===== config.mk =====
export PLATFORM = sky130hd
export DESIGN_NAME = pipelined_barrel_shifter
export DESIGN_NICKNAME = d
export VERILOG_FILES = /design/src/rtl/pipelined_barrel_shifter.sv
export SDC_FILE = /design/constraint.sdc
export NUM_CORES = 1
export LEC_CHECK = 0
export ABC_AREA = 1
export CORE_MARGIN = 2
export CORE_UTILIZATION = 41
export DETAILED_ROUTE_END_ITERATION = 7
export DONT_BUFFER_PORTS = 1
export SETUP_SLACK_MARGIN = 0.05
export SLEW_MARGIN = 20
export SYNTH_ARGS = -nofsm -noshare
export SYNTH_HDL_FRONTEND = slang
export SYNTH_SLANG_ARGS = --single-unit

===== constraint.sdc =====
create_clock -name clk -period 2.1 [get_ports clk]
set_clock_uncertainty 0.15 [all_clocks]
set_input_delay 0.315 -clock clk [delete_from_list [all_inputs] [get_ports clk]]
set_output_delay 0.315 -clock clk [all_outputs]
set_load 0.05 [all_outputs]

===== src/rtl/pipelined_barrel_shifter.sv =====
// Pipelined N-bit barrel shifter: five shift/rotate modes plus pass-through, STAGES register
// stages, valid/ready flow control on both sides and an opaque tag carried with each operation.
module pipelined_barrel_shifter #(
    parameter int N      = 16,
    parameter int C      = 4,
    parameter int STAGES = 2,
    parameter int TAG_W  = 4
) (
    input  logic             clk,
    input  logic             rst_n,
    input  logic             in_valid,
    output logic             in_ready,
    input  logic [N-1:0]     in_data,
    input  logic [C-1:0]     in_cnt,
    input  logic [2:0]       in_op,
    input  logic [TAG_W-1:0] in_tag,
    output logic             out_valid,
    input  logic             out_ready,
    output logic [N-1:0]     out_data,
    output logic [TAG_W-1:0] out_tag,
    output logic             busy
);

    localparam logic [2:0] OP_ROL = 3'b000;
    localparam logic [2:0] OP_SLL = 3'b001;
    localparam logic [2:0] OP_ROR = 3'b010;
    localparam logic [2:0] OP_SRL = 3'b011;
    localparam logic [2:0] OP_SRA = 3'b100;

    if (N < 4 || (N & (N - 1)) != 0) begin : g_bad_n
        $error("pipelined_barrel_shifter: N must be a power of two and at least 4");
    end
    if (C != $clog2(N)) begin : g_bad_c
        $error("pipelined_barrel_shifter: C must equal log2(N)");
    end
    if (STAGES < 1 || STAGES > C) begin : g_bad_stages
        $error("pipelined_barrel_shifter: STAGES must lie in 1..C");
    end

    // One level of the shifter: moves data by 2^lvl in the direction/fill the mode selects.
    function automatic logic [N-1:0] shift_level(input logic [N-1:0] d, input int lvl,
                                                 input logic [2:0] op, input logic fill);
        int amt;
        logic [N-1:0] r;
        amt = 1 << lvl;
        case (op)
            OP_ROL:  r = (d << amt) | (d >> (N - amt));
            OP_SLL:  r = d << amt;
            OP_ROR:  r = (d >> amt) | (d << (N - amt));
            OP_SRL:  r = d >> amt;
            OP_SRA:  r = (d >> amt) | (fill ? ~({N{1'b1}} >> amt) : '0);
            default: r = d;
        endcase
        return r;
    endfunction

    logic [STAGES-1:0]  valid_q;
    logic [N-1:0]       data_q  [STAGES];
    logic [C-1:0]       cnt_q   [STAGES];
    logic [2:0]         op_q    [STAGES];
    logic [TAG_W-1:0]   tag_q   [STAGES];
    logic               fill_q  [STAGES];

    logic [STAGES-1:0]  st_valid;
    logic [N-1:0]       st_data [STAGES];
    logic [C-1:0]       st_cnt  [STAGES];
    logic [2:0]         st_op   [STAGES];
    logic [TAG_W-1:0]   st_tag  [STAGES];
    logic               st_fill [STAGES];
    logic [N-1:0]       shifted [STAGES];
    logic [STAGES-1:0]  ready;
    logic               stall;

    // Handshake: a stage loads when it is empty or its contents leave this cycle
    // (ready_k = !valid_k || ready_k+1, last stage sees out_ready). A transfer happens on
    // valid && ready at the rising edge; in_ready never depends on in_valid.
    always_comb begin
        stall = !out_ready;
        ready = '0;
        for (int k = STAGES - 1; k >= 0; k--) begin
            stall    = stall && valid_q[k];
            ready[k] = !stall;
        end
    end

    always_comb begin
        st_valid[0] = in_valid;
        st_data[0]  = in_data;
        st_cnt[0]   = in_cnt;
        st_op[0]    = in_op;
        st_tag[0]   = in_tag;
        st_fill[0]  = in_data[N-1];
        for (int k = 1; k < STAGES; k++) begin
            st_valid[k] = valid_q[k-1];
            st_data[k]  = data_q[k-1];
            st_cnt[k]   = cnt_q[k-1];
            st_op[k]    = op_q[k-1];
            st_tag[k]   = tag_q[k-1];
            st_fill[k]  = fill_q[k-1];
        end
        for (int k = 0; k < STAGES; k++) begin
            shifted[k] = st_data[k];
            for (int i = 0; i < C; i++) begin
                if ((i * STAGES) / C == k && st_cnt[k][i]) begin
                    shifted[k] = shift_level(shifted[k], i, st_op[k], st_fill[k]);
                end
            end
        end
    end

    always_ff @(posedge clk or negedge rst_n) begin
        if (!rst_n) begin
            valid_q <= '0;
        end else begin
            for (int k = 0; k < STAGES; k++) begin
                if (ready[k]) begin
                    valid_q[k] <= st_valid[k];
                end
            end
        end
    end

    // Payload registers only load on a real transfer so a stalled result stays put.
    always_ff @(posedge clk) begin
        for (int k = 0; k < STAGES; k++) begin
            if (ready[k] && st_valid[k]) begin
                data_q[k] <= shifted[k];
                cnt_q[k]  <= st_cnt[k];
                op_q[k]   <= st_op[k];
                tag_q[k]  <= st_tag[k];
                fill_q[k] <= st_fill[k];
            end
        end
    end

    assign in_ready  = ready[0];
    assign out_valid = valid_q[STAGES-1];
    assign out_data  = data_q[STAGES-1];
    assign out_tag   = tag_q[STAGES-1];
    assign busy      = |valid_q;

endmodule


==> flow_summary.toml <==
[final_layout]
fin_nets = 458
drive_gt1_share_pct = 10.51
syn_to_final_growth_pct = 7.644
layout_common_cells = "nand2_1, nand3_1, edfxtp_1, inv_1, o21ai_0"
antenna_cells = 0
final_area_um2 = 3453
fillers = 760
final_common_cell = "nand2_1"

[place]
dp_slack_ns = 0.1390
io_buffers = 0
postPlaceCellArea_um2 = 3217
place_congestion = 0.8795
dp.final_hpwl_um = 5458

[route]
via_count = 2665
via_per_inst = 5.028
drtIter0Drc = 125
totalWireLength_um = 6862
route.detailed.drc = 0
ant_nets = 0
wl_per_cell_um = 12.95
first_pass_iters = 4

[logic_synthesis]
ys_seq_area_share_pct = 44.62
synth_edf_count = 46
yosys.area.top_type = "edfxtp_1"
syn-cell-area_um2 = 3208
syn_area_per_cell_um2 = 7.496
synthTopCellsByArea = "edfxtp_1, nand2_1, nand3_1"
synthArstFlopShare_pct = 4.167
netlist_instances = 428
synth_seq_cells = 48
ys_warn_count = 0
ys.flop_type = "edfxtp_1"
syn_nets = 459
synth.distinct_cells = 23
synth_top_area_share_pct = 43.06

[hold_path]
hold_class = "in -> reg"
holdCritStartpoint = "in_valid"

[floorplanning]
die_height_um = 92.46
core_um2 = 7647
start_util_pct = 41.95
die_w_um = 92.46
rows = 32
fp.dieArea_um2 = 8548
io_pins = 54

[clock_network]
htreeDepth = 2
path_clk_slew_ns = 0.08
clkLatencyLatePin_ns = 0.30
cts.sinks = 48
cts_tree = "yes"
clockBufferDepth = 2
cts_root_buf = "clkbuf_8"
cts_buffers = 5

[power_and_ir_drop]
peakVddDrop_mv = 0.2684
p_per_area_nw_per_um2 = 773.8
total_power_w = 0.002672
p_leak_nw = 1.550

[critical_path]
critical-path-slowest-cell = "edfxtp_1"
path_buf_inv = 2
cp_num_cells = 8
r2r_cells = 8
crit_type = "reg -> reg"
cp_top_family = "flip-flops"
crit_chain = "o21ai_4, nand2_4, inv_4, o21ai_0, o22ai_1, nand2_1, nand2_1, inv_1"
cp-start-kind = "flop"
crit_start = "op_q[0][1]$_DFFE_PP_"
r2r-start = "op_q[0][1]$_DFFE_PP_"
arrival_ns = 1.79
cp_common_cell = "nand2_1"
cp-endpoint = "data_q[0][25]$_DFFE_PP_"
critPathMaxFanout = 16
cp-end-kind = "flop"
slowest_delay_ns = 0.51
r2r-end = "data_q[0][25]$_DFFE_PP_"
ff2ff_setup_slack_ns = 0.23
required_ns = 2.02

[global_route]
grt_pass1_wl_um = 11330
grtUsageTotal_pct = 16.46
antenna_found_initial = 0
grt_pass1_vias = 2420
overflow = 0
grt_max_degree = 26

[outcome]
status = "finished, final reports clean"

[flow_run]
max-cap-violations = 0

[sta]
rsz0062_at_grt = "false"
layout_setup_ws_ns = 0.2282
setup_tns_ns = 0
drv_slew = 0
finalCritPeriodShare_pct = 89.14
maxSlewHeadroom_pct = 67.72
worst_pin_slew_ns = 0.4830
max_freq_mhz = 534.2
min_period_ns = 1.872
fin_hold_ws_ns = 0.04298
hold_viol_final = 0
setup_viol = 0
-- kinds of logic after synthesis --
group	count (synthesis)	share of synthesized area [%]
DFF	48	44.62
buffers and inverters	73	11.62
and+or+nand+nor	275	38.22
AOI/OAI and AO/OA	32	5.538
-- worst min-delay path by stage --
| stage | to | slack (ns) | cells after the start |
|---|---|---|---|
| finish | valid_q[0]$_DFFE_PN0N_ | 0.04 | 2 |
| global route | valid_q[0]$_DFFE_PN0N_ | 0.04 | 2 |
| CTS | valid_q[0]$_DFFE_PN0N_ | 0.04 | 2 |
| detailed placement | valid_q[0]$_DFFE_PN0N_ | -0.13 | 0 |
| global placement | valid_q[0]$_DFFE_PN0N_ | -0.13 | 0 |
| floorplan | valid_q[0]$_DFFE_PN0N_ | -0.13 | 0 |
-- through the flow --
stage               utilization (%)  cells
finish                        45.16    530
global route                  45.16    530
CTS                           45.09    530
detailed placement            42.06    511
global placement              42.06    511
floorplan                         -    428
-- routing by layer --
layer	track usage [%]	up-vias	part of all wire, %	routed length, µm
li1	-	1388	-	-
met1	21.34	1192	46	3142
met2	28.41	76	49	3336
met3	3.011	9	4.3	292
met4	4.104	0	1.3	90
met5	0	-	0	0
-- synthesized netlist by cell type (2+ instances only) --
library cell  instances
nand2_2               3
nand3_1              88
nor2_4                4
or2_2                10
buf_4                21
edfxtp_1             46
buf_2                 4
inv_2                 3
a21oi_1               9
nor2_1               10
o21ai_0              17
inv_1                41
o22ai_1               4
or2_1                 5
nand2_1             153
dfrtp_1               2
buf_6                 2
-- power breakdown --
| part | internal, W | total (W) | switching [W] | leakage, nW |
|---|---|---|---|---|
| Sequential | 0.00120 | 0.00144 | 0.000243 | 0.465 |
| Clock | 0.000389 | 0.000689 | 0.000300 | 0.0614 |
| Combinational | 0.000188 | 0.000540 | 0.000353 | 1.02 |
-- final cells by class --
class	count	area (µm²)	area share (%)
well taps	102	127.6	3.696
flip-flops and latches	48	1433	41.49
clock buffers	6	82.58	2.391
clock inverters	2	38.79	1.123
inverters	44	171.4	4.964
multi-input cells	307	1415	40.98
repair buffers	21	185.2	5.362
-- sequential cells by signal, indices dropped and copies added (netlist names) --
register	flops
valid_q	2
data_q	32
tag_q	8
fill_q	1
cnt_q	2
op_q	3
-- what timing repair did --
action / CTS / global route
setup endpoints to repair: 0 / 11
endpoints found under the hold margin: 12 / 0
hold buffers: 11 / 0
buffers inserted: 0 / 0
gates resized for setup: 0 / 2
Note: power is estimated with default switching activity, not from simulation.
